===== src/rtl/cp0_regfile.sv =====
// Coprocessor-0 register file: serves mfc0/mtc0 from writeback, commits
// exceptions and eret, runs the Count/Compare timer and raises int_req.
module cp0_regfile #(
   parameter logic [31:0] EXC_ENTRY = 32'hBFC0_0380,
   parameter int unsigned HW_INT_W  = 6
) (
   input  logic                clk,
   input  logic                reset,
   input  logic                c0_we,
   input  logic [7:0]          c0_addr,
   input  logic [31:0]         c0_wdata,
   output logic [31:0]         c0_rdata,
   input  logic                wb_ex,
   input  logic                wb_bd,
   input  logic [4:0]          wb_exccode,
   input  logic [31:0]         wb_badvaddr,
   input  logic [31:0]         wb_pc,
   input  logic                wb_eret,
   input  logic [HW_INT_W-1:0] ext_int,
   output logic                int_req,
   output logic [31:0]         epc_out,
   output logic [31:0]         exc_target
);

   localparam int unsigned DATA_W    = 32;
   localparam int unsigned IP_W      = 8;
   localparam int unsigned EXCCODE_W = 5;

   // {rd, sel} encodings of the implemented registers (sel is always 0)
   localparam logic [7:0] ADDR_BADVADDR = 8'h40;
   localparam logic [7:0] ADDR_COUNT    = 8'h48;
   localparam logic [7:0] ADDR_COMPARE  = 8'h58;
   localparam logic [7:0] ADDR_STATUS   = 8'h60;
   localparam logic [7:0] ADDR_CAUSE    = 8'h68;
   localparam logic [7:0] ADDR_EPC      = 8'h70;

   localparam logic [EXCCODE_W-1:0] EXC_ADEL = 5'h04;
   localparam logic [EXCCODE_W-1:0] EXC_ADES = 5'h05;

   logic [DATA_W-1:0]    badvaddr_q, badvaddr_d;
   logic [DATA_W-1:0]    count_q,    count_d;
   logic [DATA_W-1:0]    compare_q,  compare_d;
   logic [DATA_W-1:0]    epc_q,      epc_d;
   logic                 tick_q,     tick_d;
   logic [IP_W-1:0]      im_q,       im_d;
   logic                 exl_q,      exl_d;
   logic                 ie_q,       ie_d;
   logic                 bd_q,       bd_d;
   logic                 ti_q,       ti_d;
   logic [IP_W-1:0]      ip_q,       ip_d;
   logic [EXCCODE_W-1:0] exccode_q,  exccode_d;

   logic sw_we;
   logic we_count;
   logic we_compare;
   logic we_status;
   logic we_cause;
   logic we_epc;
   logic addr_exc;

   // mtc0 is dropped entirely when an exception or eret commits in the same cycle
   always_comb begin
      sw_we      = c0_we & ~wb_ex & ~wb_eret;
      we_count   = sw_we & (c0_addr == ADDR_COUNT);
      we_compare = sw_we & (c0_addr == ADDR_COMPARE);
      we_status  = sw_we & (c0_addr == ADDR_STATUS);
      we_cause   = sw_we & (c0_addr == ADDR_CAUSE);
      we_epc     = sw_we & (c0_addr == ADDR_EPC);
      addr_exc   = (wb_exccode == EXC_ADEL) | (wb_exccode == EXC_ADES);
   end

   // Next-state for every CP0 register
   always_comb begin
      badvaddr_d = badvaddr_q;
      count_d    = count_q;
      compare_d  = compare_q;
      epc_d      = epc_q;
      tick_d     = tick_q;
      im_d       = im_q;
      exl_d      = exl_q;
      ie_d       = ie_q;
      bd_d       = bd_q;
      ti_d       = ti_q;
      ip_d       = ip_q;
      exccode_d  = exccode_q;

      // Count advances every other cycle; a software load restarts the phase
      if (we_count) begin
         count_d = c0_wdata;
         tick_d  = 1'b0;
      end else begin
         tick_d = ~tick_q;
         if (tick_q) begin
            count_d = count_q + DATA_W'(1);
         end
      end

      // Writing Compare acknowledges the timer, overriding a same-cycle match
      if (we_compare) begin
         compare_d = c0_wdata;
         ti_d      = 1'b0;
      end else if (count_q == compare_q) begin
         ti_d = 1'b1;
      end

      // Hardware interrupt lines are sampled every cycle; IP7 shares the timer
      ip_d[7]   = ext_int[5] | ti_q;
      ip_d[6:2] = ext_int[4:0];
      if (we_cause) begin
         ip_d[1:0] = c0_wdata[9:8];
      end

      if (wb_ex) begin
         exl_d     = 1'b1;
         exccode_d = wb_exccode;
         if (!exl_q) begin
            epc_d = wb_bd ? (wb_pc - DATA_W'(4)) : wb_pc;
            bd_d  = wb_bd;
         end
         if (addr_exc) begin
            badvaddr_d = wb_badvaddr;
         end
      end else if (wb_eret) begin
         exl_d = 1'b0;
      end else begin
         if (we_status) begin
            im_d  = c0_wdata[15:8];
            exl_d = c0_wdata[1];
            ie_d  = c0_wdata[0];
         end
         if (we_epc) begin
            epc_d = c0_wdata;
         end
      end
   end

   // State registers with synchronous reset
   always_ff @(posedge clk) begin
      if (reset) begin
         badvaddr_q <= '0;
         count_q    <= '0;
         compare_q  <= '0;
         epc_q      <= '0;
         tick_q     <= 1'b0;
         im_q       <= '0;
         exl_q      <= 1'b0;
         ie_q       <= 1'b0;
         bd_q       <= 1'b0;
         ti_q       <= 1'b0;
         ip_q       <= '0;
         exccode_q  <= '0;
      end else begin
         badvaddr_q <= badvaddr_d;
         count_q    <= count_d;
         compare_q  <= compare_d;
         epc_q      <= epc_d;
         tick_q     <= tick_d;
         im_q       <= im_d;
         exl_q      <= exl_d;
         ie_q       <= ie_d;
         bd_q       <= bd_d;
         ti_q       <= ti_d;
         ip_q       <= ip_d;
         exccode_q  <= exccode_d;
      end
   end

   // mfc0 read mux; unimplemented addresses and sel!=0 read zero
   always_comb begin
      c0_rdata = '0;
      unique case (c0_addr)
         ADDR_BADVADDR: c0_rdata = badvaddr_q;
         ADDR_COUNT:    c0_rdata = count_q;
         ADDR_COMPARE:  c0_rdata = compare_q;
         ADDR_STATUS:   c0_rdata = {9'b0, 1'b1, 6'b0, im_q, 6'b0, exl_q, ie_q};
         ADDR_CAUSE:    c0_rdata = {bd_q, ti_q, 14'b0, ip_q, 1'b0, exccode_q, 2'b0};
         ADDR_EPC:      c0_rdata = epc_q;
         default:       c0_rdata = '0;
      endcase
   end

   // Interrupt request and redirect vectors
   always_comb begin
      int_req    = ie_q & ~exl_q & (|(ip_q & im_q));
      epc_out    = epc_q;
      exc_target = EXC_ENTRY;
   end

endmodule


===== config.mk =====
export PLATFORM = sky130hd
export DESIGN_NAME = cp0_regfile
export DESIGN_NICKNAME = d
export VERILOG_FILES = /design/src/rtl/cp0_regfile.sv
export SDC_FILE = /design/constraint.sdc
export NUM_CORES = 1
export LEC_CHECK = 0
export CORE_MARGIN = 2
export CORE_UTILIZATION = 40
export CTS_BUF_LIST = sky130_fd_sc_hd__clkbuf_4 sky130_fd_sc_hd__clkbuf_8
export CTS_CLUSTER_SIZE = 28
export DETAILED_ROUTE_END_ITERATION = 7
export PLACE_DENSITY = 0.7
export SYNTH_ARGS = -nofsm -noshare
export SYNTH_HDL_FRONTEND = slang
export SYNTH_SLANG_ARGS = --single-unit

===== constraint.sdc =====
create_clock -name clk -period 4.3 [get_ports clk]
set_input_delay 0.43 -clock clk [delete_from_list [all_inputs] [get_ports clk]]
set_output_delay 0.43 -clock clk [all_outputs]
set_load 0.05 [all_outputs]

==> reports/qor.txt, run 1 <==
Max-slew violations: 0
Async SR Flop Fraction: 0%
Port bufs: 185
Post-cts hold buffer count: 0
#FFs+latches synth: 154
Synth warn: 0
Lkg Pwr: 3.94 nW
DR top layer: met4
Top post-synthesis cells by area: dfxtp_1 (35%), nand2_1 (7.2%), xnor2_1 (5.9%)
Mapped cell area: 8910 um2
Total global routing overflow: 0
Die Ht: 153 um
Final worst path period share: 77.5%
Synth top area share: 34.6%
Hold Crit Class: in -> reg
H-tree lvl count: 4
CTS Sinks: 154
Met2 WL: 14,200 um
Final setup violation count: 0
CP arrival: 2900 ps
Fmax: 0.300 GHz
Maximum VDD drop: 0.175 mV
Initial antenna violation count: 2
Crit-path slowest cell: nor3_2
M1 wire length: 13,300 um
Period minus WS final: 3330 ps
Starting density of the core: 40.8%
CTS Buffer Depth: 2
Number of CTS-inserted buffers: 17
Vias in the first global route: 7,835
Largest net degree at the start of global routing: 66
Vias per Instance: 5.68
Status: complete, no violations
Final wirelength: 30,900 um
Pre-CTS WS: 883 ps
Wire per inst: 20.7 um
Total track usage: 25.7%
Worst rel slew slack: 25.9%
Cell count after synthesis: 1,059
Slowest cell delay on critical path: 500 ps
DRT Pass-1 Iters: 7
Area Growth Syn to Fin: 27.5%
Crit-path cells: clkdlybuf4s50_1 -> nor3_1 -> nand3_1 -> buf_4 -> nor3_2 -> buf_4 -> a221o_1 -> buf_12
RSZ-0062 raised after global routing: no
Post-synth EDFFs: 0
Die ar.: 23,500 um2
Clk_skew: 14.5 ps
Clock transition at path regs: 90 ps
Layout cells sized above 1: 12.4%
CP Data Required Time: 3870 ps
Setup TNS: 0 ps
Via Count: 8,482
DRT antenna net count: 0
Mean Syn Cell Area: 8.42 um2
Remaining DRCs: 0
Pwr dens: 282 nW/um2
Fin. Hold Viols: 0
CTS tree: built
Core box area: 21,800 um2
Number of cells upsized or downsized after cts: 0
Clock root cell: clkbuf_8
Crit path kind: in -> out
Setup ws final: 969 ps
IO Count: 218
Register area share after synthesis: 34.6%
Metal3 WL: 2580 um
Synth area leader: dfxtp_1
RePlAce Congestion: 0.879
DR iter-0 viols: 1,056
Max-Cap Viols: 0
Crit. End Element: output pin
First-pass GRT wire length: 46,800 um
Nets: 1,321
CP Max Fanout: 14
Row count: 54
Clock insertion delay at the later pin of the skew report: 460 ps
Top FF cell, synth: dfxtp_1
Post-detail-place hpwl: 23,300 um
Die X: 153 um
Measured slew at the worst slew-check pin: 1100 ps
Unique masters post-synth: 70
CP Launch Type: input pin
Post-CTS Setup Inserts: 0
Critical path's most frequent cell: buf_4
state kept, by name, indices dropped and copies added, names as in the netlist:
signal      cells
badvaddr_q     32
ip_q            8
im_q            8
bd_q            1
ie_q            1
exccode_q       5
count_q        32
epc_out        32
exl_q           1
compare_q      32
tick_q          1
ti_q            1
power by group:
group          switching, mW  internal [mW]  total (mW)
registers             0.0336           1.46        1.49
clock network          0.611          0.585        1.20
logic                  0.316          0.199       0.515
final cells by class:
class	instances	area [um2]
Clock inverter	15	190
Inverter	8	30.0
Clock buffer	17	234
Timing Repair Buffer	202	2170
Tap cell	280	350
Sequential cell	154	3080
Multi-Input combinational cell	815	5300
Fill cell	2034	10500
Antenna cell	2	5.00
worst max-delay path, delay by kind of cell:
| kind | cells | cell delay [ps] |
|---|---|---|
| AOI/OAI and AO/OA | 1 | 250 |
| buffers and inverters | 4 | 1140 |
| and+or+nand+nor | 3 | 1070 |
logic make-up (layout without fill, tap and decap cells):
group           after synthesis  in the layout  share of synthesized area (%)
xor+xnor                     87             87                           8.55
compound gates              211            211                           17.7
flops                       154            154                           34.6
simple gates                428            428                           24.0
fa+ha+maj                     2              2                          0.281
buf+inv                     120            242                           7.38
mux                          55             55                           7.36
other cells                   2             34                         0.0843
worst paths after layout:
path / cells past startpoint / slack [ps] / from / endpoint
min reg2reg: 2 / 460 / badvaddr_q[2]$_SDFFE_PP0P_ / badvaddr_q[2]$_SDFFE_PP0P_
max reg2reg: 5 / 1910 / exl_q$_SDFFE_PP0P_ / epc_out[20]$_SDFFE_PP0P_
min: 2 / 430 / reset / compare_q[19]$_SDFFE_PP0P_
max: 8 / 970 / c0_addr[0] / c0_rdata[17]
per-layer routing:
metal | track usage [%] | vias to the layer above
met5 | 0 | -
met4 | 7.94 | 0
met3 | 5.19 | 45
met2 | 39.9 | 400
met1 | 36.1 | 4078
li1 | - | 3959
metrics by stage:
step | instance area, um2 | total power [mW] | hold WS, ps | instances | util (%)
after floorplan | 9030 | 1.82 | 433 | 1089 | -
after global placement | 10900 | 2.03 | 443 | 1459 | 50.1
after detailed placement | 10900 | 2.03 | 444 | 1459 | 50.1
after CTS | 11400 | 3.20 | 404 | 1491 | 52.0
after global routing | 11400 | 3.31 | 399 | 1493 | 52.1
final | 11400 | 3.20 | 425 | 1493 | 52.1
Yosys cell counts (all sizes together), types with 2 or more instances:
library cell and number:
nand2 171, dfxtp 154, nor2 104, a21oi 94, buf 62, xnor2 60, clkbuf 49, mux2i 43
a211oi 34, a221o 30, xor2 27, nand4 23, nor3 21, nand3 20, nor4 19, nor2b 14
nor3b 12, and3 10, o22ai 9, or3 9, inv 8, mux4 8, a211o 7, a22oi 6
o211ai 6, a31oi 5, nand2b 5, nor4b 5, o21ai 5, mux2 4, nand3b 4, or4 3
a311o 2, and2 2, and4 2, conb 2, ha 2, o31ai 2, o32ai 2, or4b 2
cells in the final DEF, fill, tap and decap left out, types with 23 or more instances in the layout:
cell             count
xor2_1              27
buf_4               27
xnor2_1             60
a21oi_1             94
conb_1              32
nand2_1            171
clkdlybuf4s50_1    150
a221o_1             30
mux2i_1             43
nor2_1             104
a211oi_2            32
buf_12              23
dfxtp_1            154
Power figures use the tool's default switching activity.
==> inputs of run 2 (changes only) <==
PLACE_DENSITY = 0.72   (was 0.7)
clock period = 3 ns   (was 4.3 ns; I/O delays follow)
==> run 2 against run 1 <==
  * Flip-flop and latch count stayed put
  * Critical path depth decreased by 1
  * Hold slack lost 270 ps
  * Via count is 1.5% higher
  * Combinational power rose by 47%
  * Wire length increased by 1.2%
  * Cell area rose by 2.7%
  * Critical path type unchanged
  * Largest cell class unchanged
  * Largest power group unchanged
  * Highest routed layer unchanged
==> reports/qor.txt, run 2 (same netlist as run 1, synthesis figures left out) <==
CTS Sinks: 154
Measured slew at the worst slew-check pin: 1070 ps
R2R depth: 5
Die ar.: 23,500 um2
Remaining DRCs: 0
DR iter-0 viols: 961
Clock insertion delay at the later pin of the skew report: 470 ps
CP Launch Type: input pin
Total track usage: 26.2%
Clk_skew: 6.30 ps
Vias in the first global route: 8,313
Post-CTS Setup Inserts: 0
Setup slack, reg-to-reg: 800 ps
Slowest cell delay on critical path: 560 ps
Hold Crit Class: in -> reg
Vias per Instance: 5.71
Final setup violation count: 0
Crit-path cells: clkdlybuf4s50_1 -> nor3_1 -> nand3_1 -> nor3_2 -> buf_4 -> a221o_1 -> buf_12
Post-cts hold buffer count: 0
Period minus WS final: 2820 ps
Setup TNS: 0 ps
Clock transition at path regs: 80 ps
ANT cells: 0
Placed cell count: 1,477
CP arrival: 2520 ps
Clock root cell: clkbuf_8
Crit-path leading delay family: simple AND/OR/NAND/NOR gates
R2r startpoint: count_q[12]$_SDFFE_PP0P_
Final cell count without fillers: 1,507
Area after DPL: 11,200 um2
Crit path kind: in -> out
Commonest non-fill, non-tap cell in the layout: nand2_1
Finished layout cell area: 11,700 um2
CTS Buffer Depth: 2
RePlAce Congestion: 0.922
Initial antenna violation count: 0
Cell depth of the worst setup path: 7
Worst rel slew slack: 28.5%
Core box area: 21,800 um2
Largest net degree at the start of global routing: 90
RSZ-0062 raised after global routing: no
Fmax: 0.355 GHz
Min-Delay Endpoint: count_q[9]$_SDFFE_PP0P_
H-tree lvl count: 4
DRT antenna net count: 0
Row count: 54
Total global routing overflow: 0
Die Ht: 153 um
CP Data Required Time: 2700 ps
CP Max Fanout: 15
Reg2reg end: count_q[21]$_SDFFE_PP0P_
CTS tree: built
IO Count: 218
Fin. Hold Viols: 0
Crit. End Element: output pin
Hold Crit Start: reset
Post-detail-place hpwl: 23,800 um
Max-Cap Viols: 0
Status: complete, no violations
DRT Pass-1 Iters: 5
Starting density of the core: 40.8%
Die X: 153 um
Number of CTS-inserted buffers: 17
Min-Delay Path Depth: 2
Number of cells upsized or downsized after cts: 0
First-pass GRT wire length: 47,900 um
Lkg Pwr: 4.08 nW
Final wirelength: 31,300 um
Nets: 1,339
Worst Path Buf+Inv: 3
Wire per inst: 20.8 um
Maximum VDD drop: 0.287 mV
Most frequent cells in the layout: nand2_1 (171), dfxtp_1 (154), clkdlybuf4s50_1 (150), nor2_1 (104), a21oi_1 (94)
Final worst path period share: 94.0%
Crit-path slowest cell: nor3_1
Pwr dens: 405 nW/um2
Area Growth Syn to Fin: 30.9%
Layout cells sized above 1: 13.5%
Via Count: 8,607
Port bufs: 185
Max-slew violations: 0
==> run 2: report_power, final <==
group          switching [mW]  total [mW]  internal, mW
logic                   0.460       0.755         0.295
registers              0.0492        2.14          2.09
clock network           0.783        1.83          1.05
total                    1.29        4.73          3.44
==> run 2: worst max-delay path by stage <==
stage                from      endpoint  slack, ps
6_report       c0_addr[1]  c0_rdata[16]        180
5_1_grt        c0_addr[1]  c0_rdata[16]         40
4_1_cts        c0_addr[1]   c0_rdata[7]        220
3_5_place_dp   c0_addr[1]  c0_rdata[17]        240
3_3_place_gp   c0_addr[1]   c0_rdata[7]        320
2_1_floorplan  c0_addr[4]   c0_rdata[0]        290
==> run 2: final cells by class <==
cell class | count | area, um2
fillers | 1972 | 10200
multi-input cells | 815 | 5300
flip-flops and latches | 154 | 3080
repair buffers | 220 | 2460
well taps | 280 | 350
clock buffers | 22 | 284
clock inverters | 8 | 168
inverters | 8 | 30.0
==> run 2: metrics by stage <==
stage	util (%)	hold slack [ps]	total power, mW	worst slack (ps)
2_1_floorplan	-	416	2.61	288
3_3_place_gp	51.4	446	2.92	325
3_5_place_dp	51.4	448	2.93	238
4_1_cts	53.5	136	4.73	223
5_1_grt	53.5	150	4.86	37.3
6_report	53.5	156	4.73	180
==> run 2: worst register-to-register path, stage by stage, from the launching register on <==
cell      delay (ps)
dfxtp_1          550
nand4_1          430
nor3_1           590
nand4_1          180
xor2_1           180
a211oi_2         210
==> run 2: per-layer routing <==
layer	global-route usage, %	share of wire (%)	vias up	routed length [um]
li1	-	-	3996	-
met1	34.5	41	4080	12800
met2	41.6	46	448	14300
met3	5.95	9.6	83	3010
met4	10.1	3.7	0	1140
met5	0	0	-	0
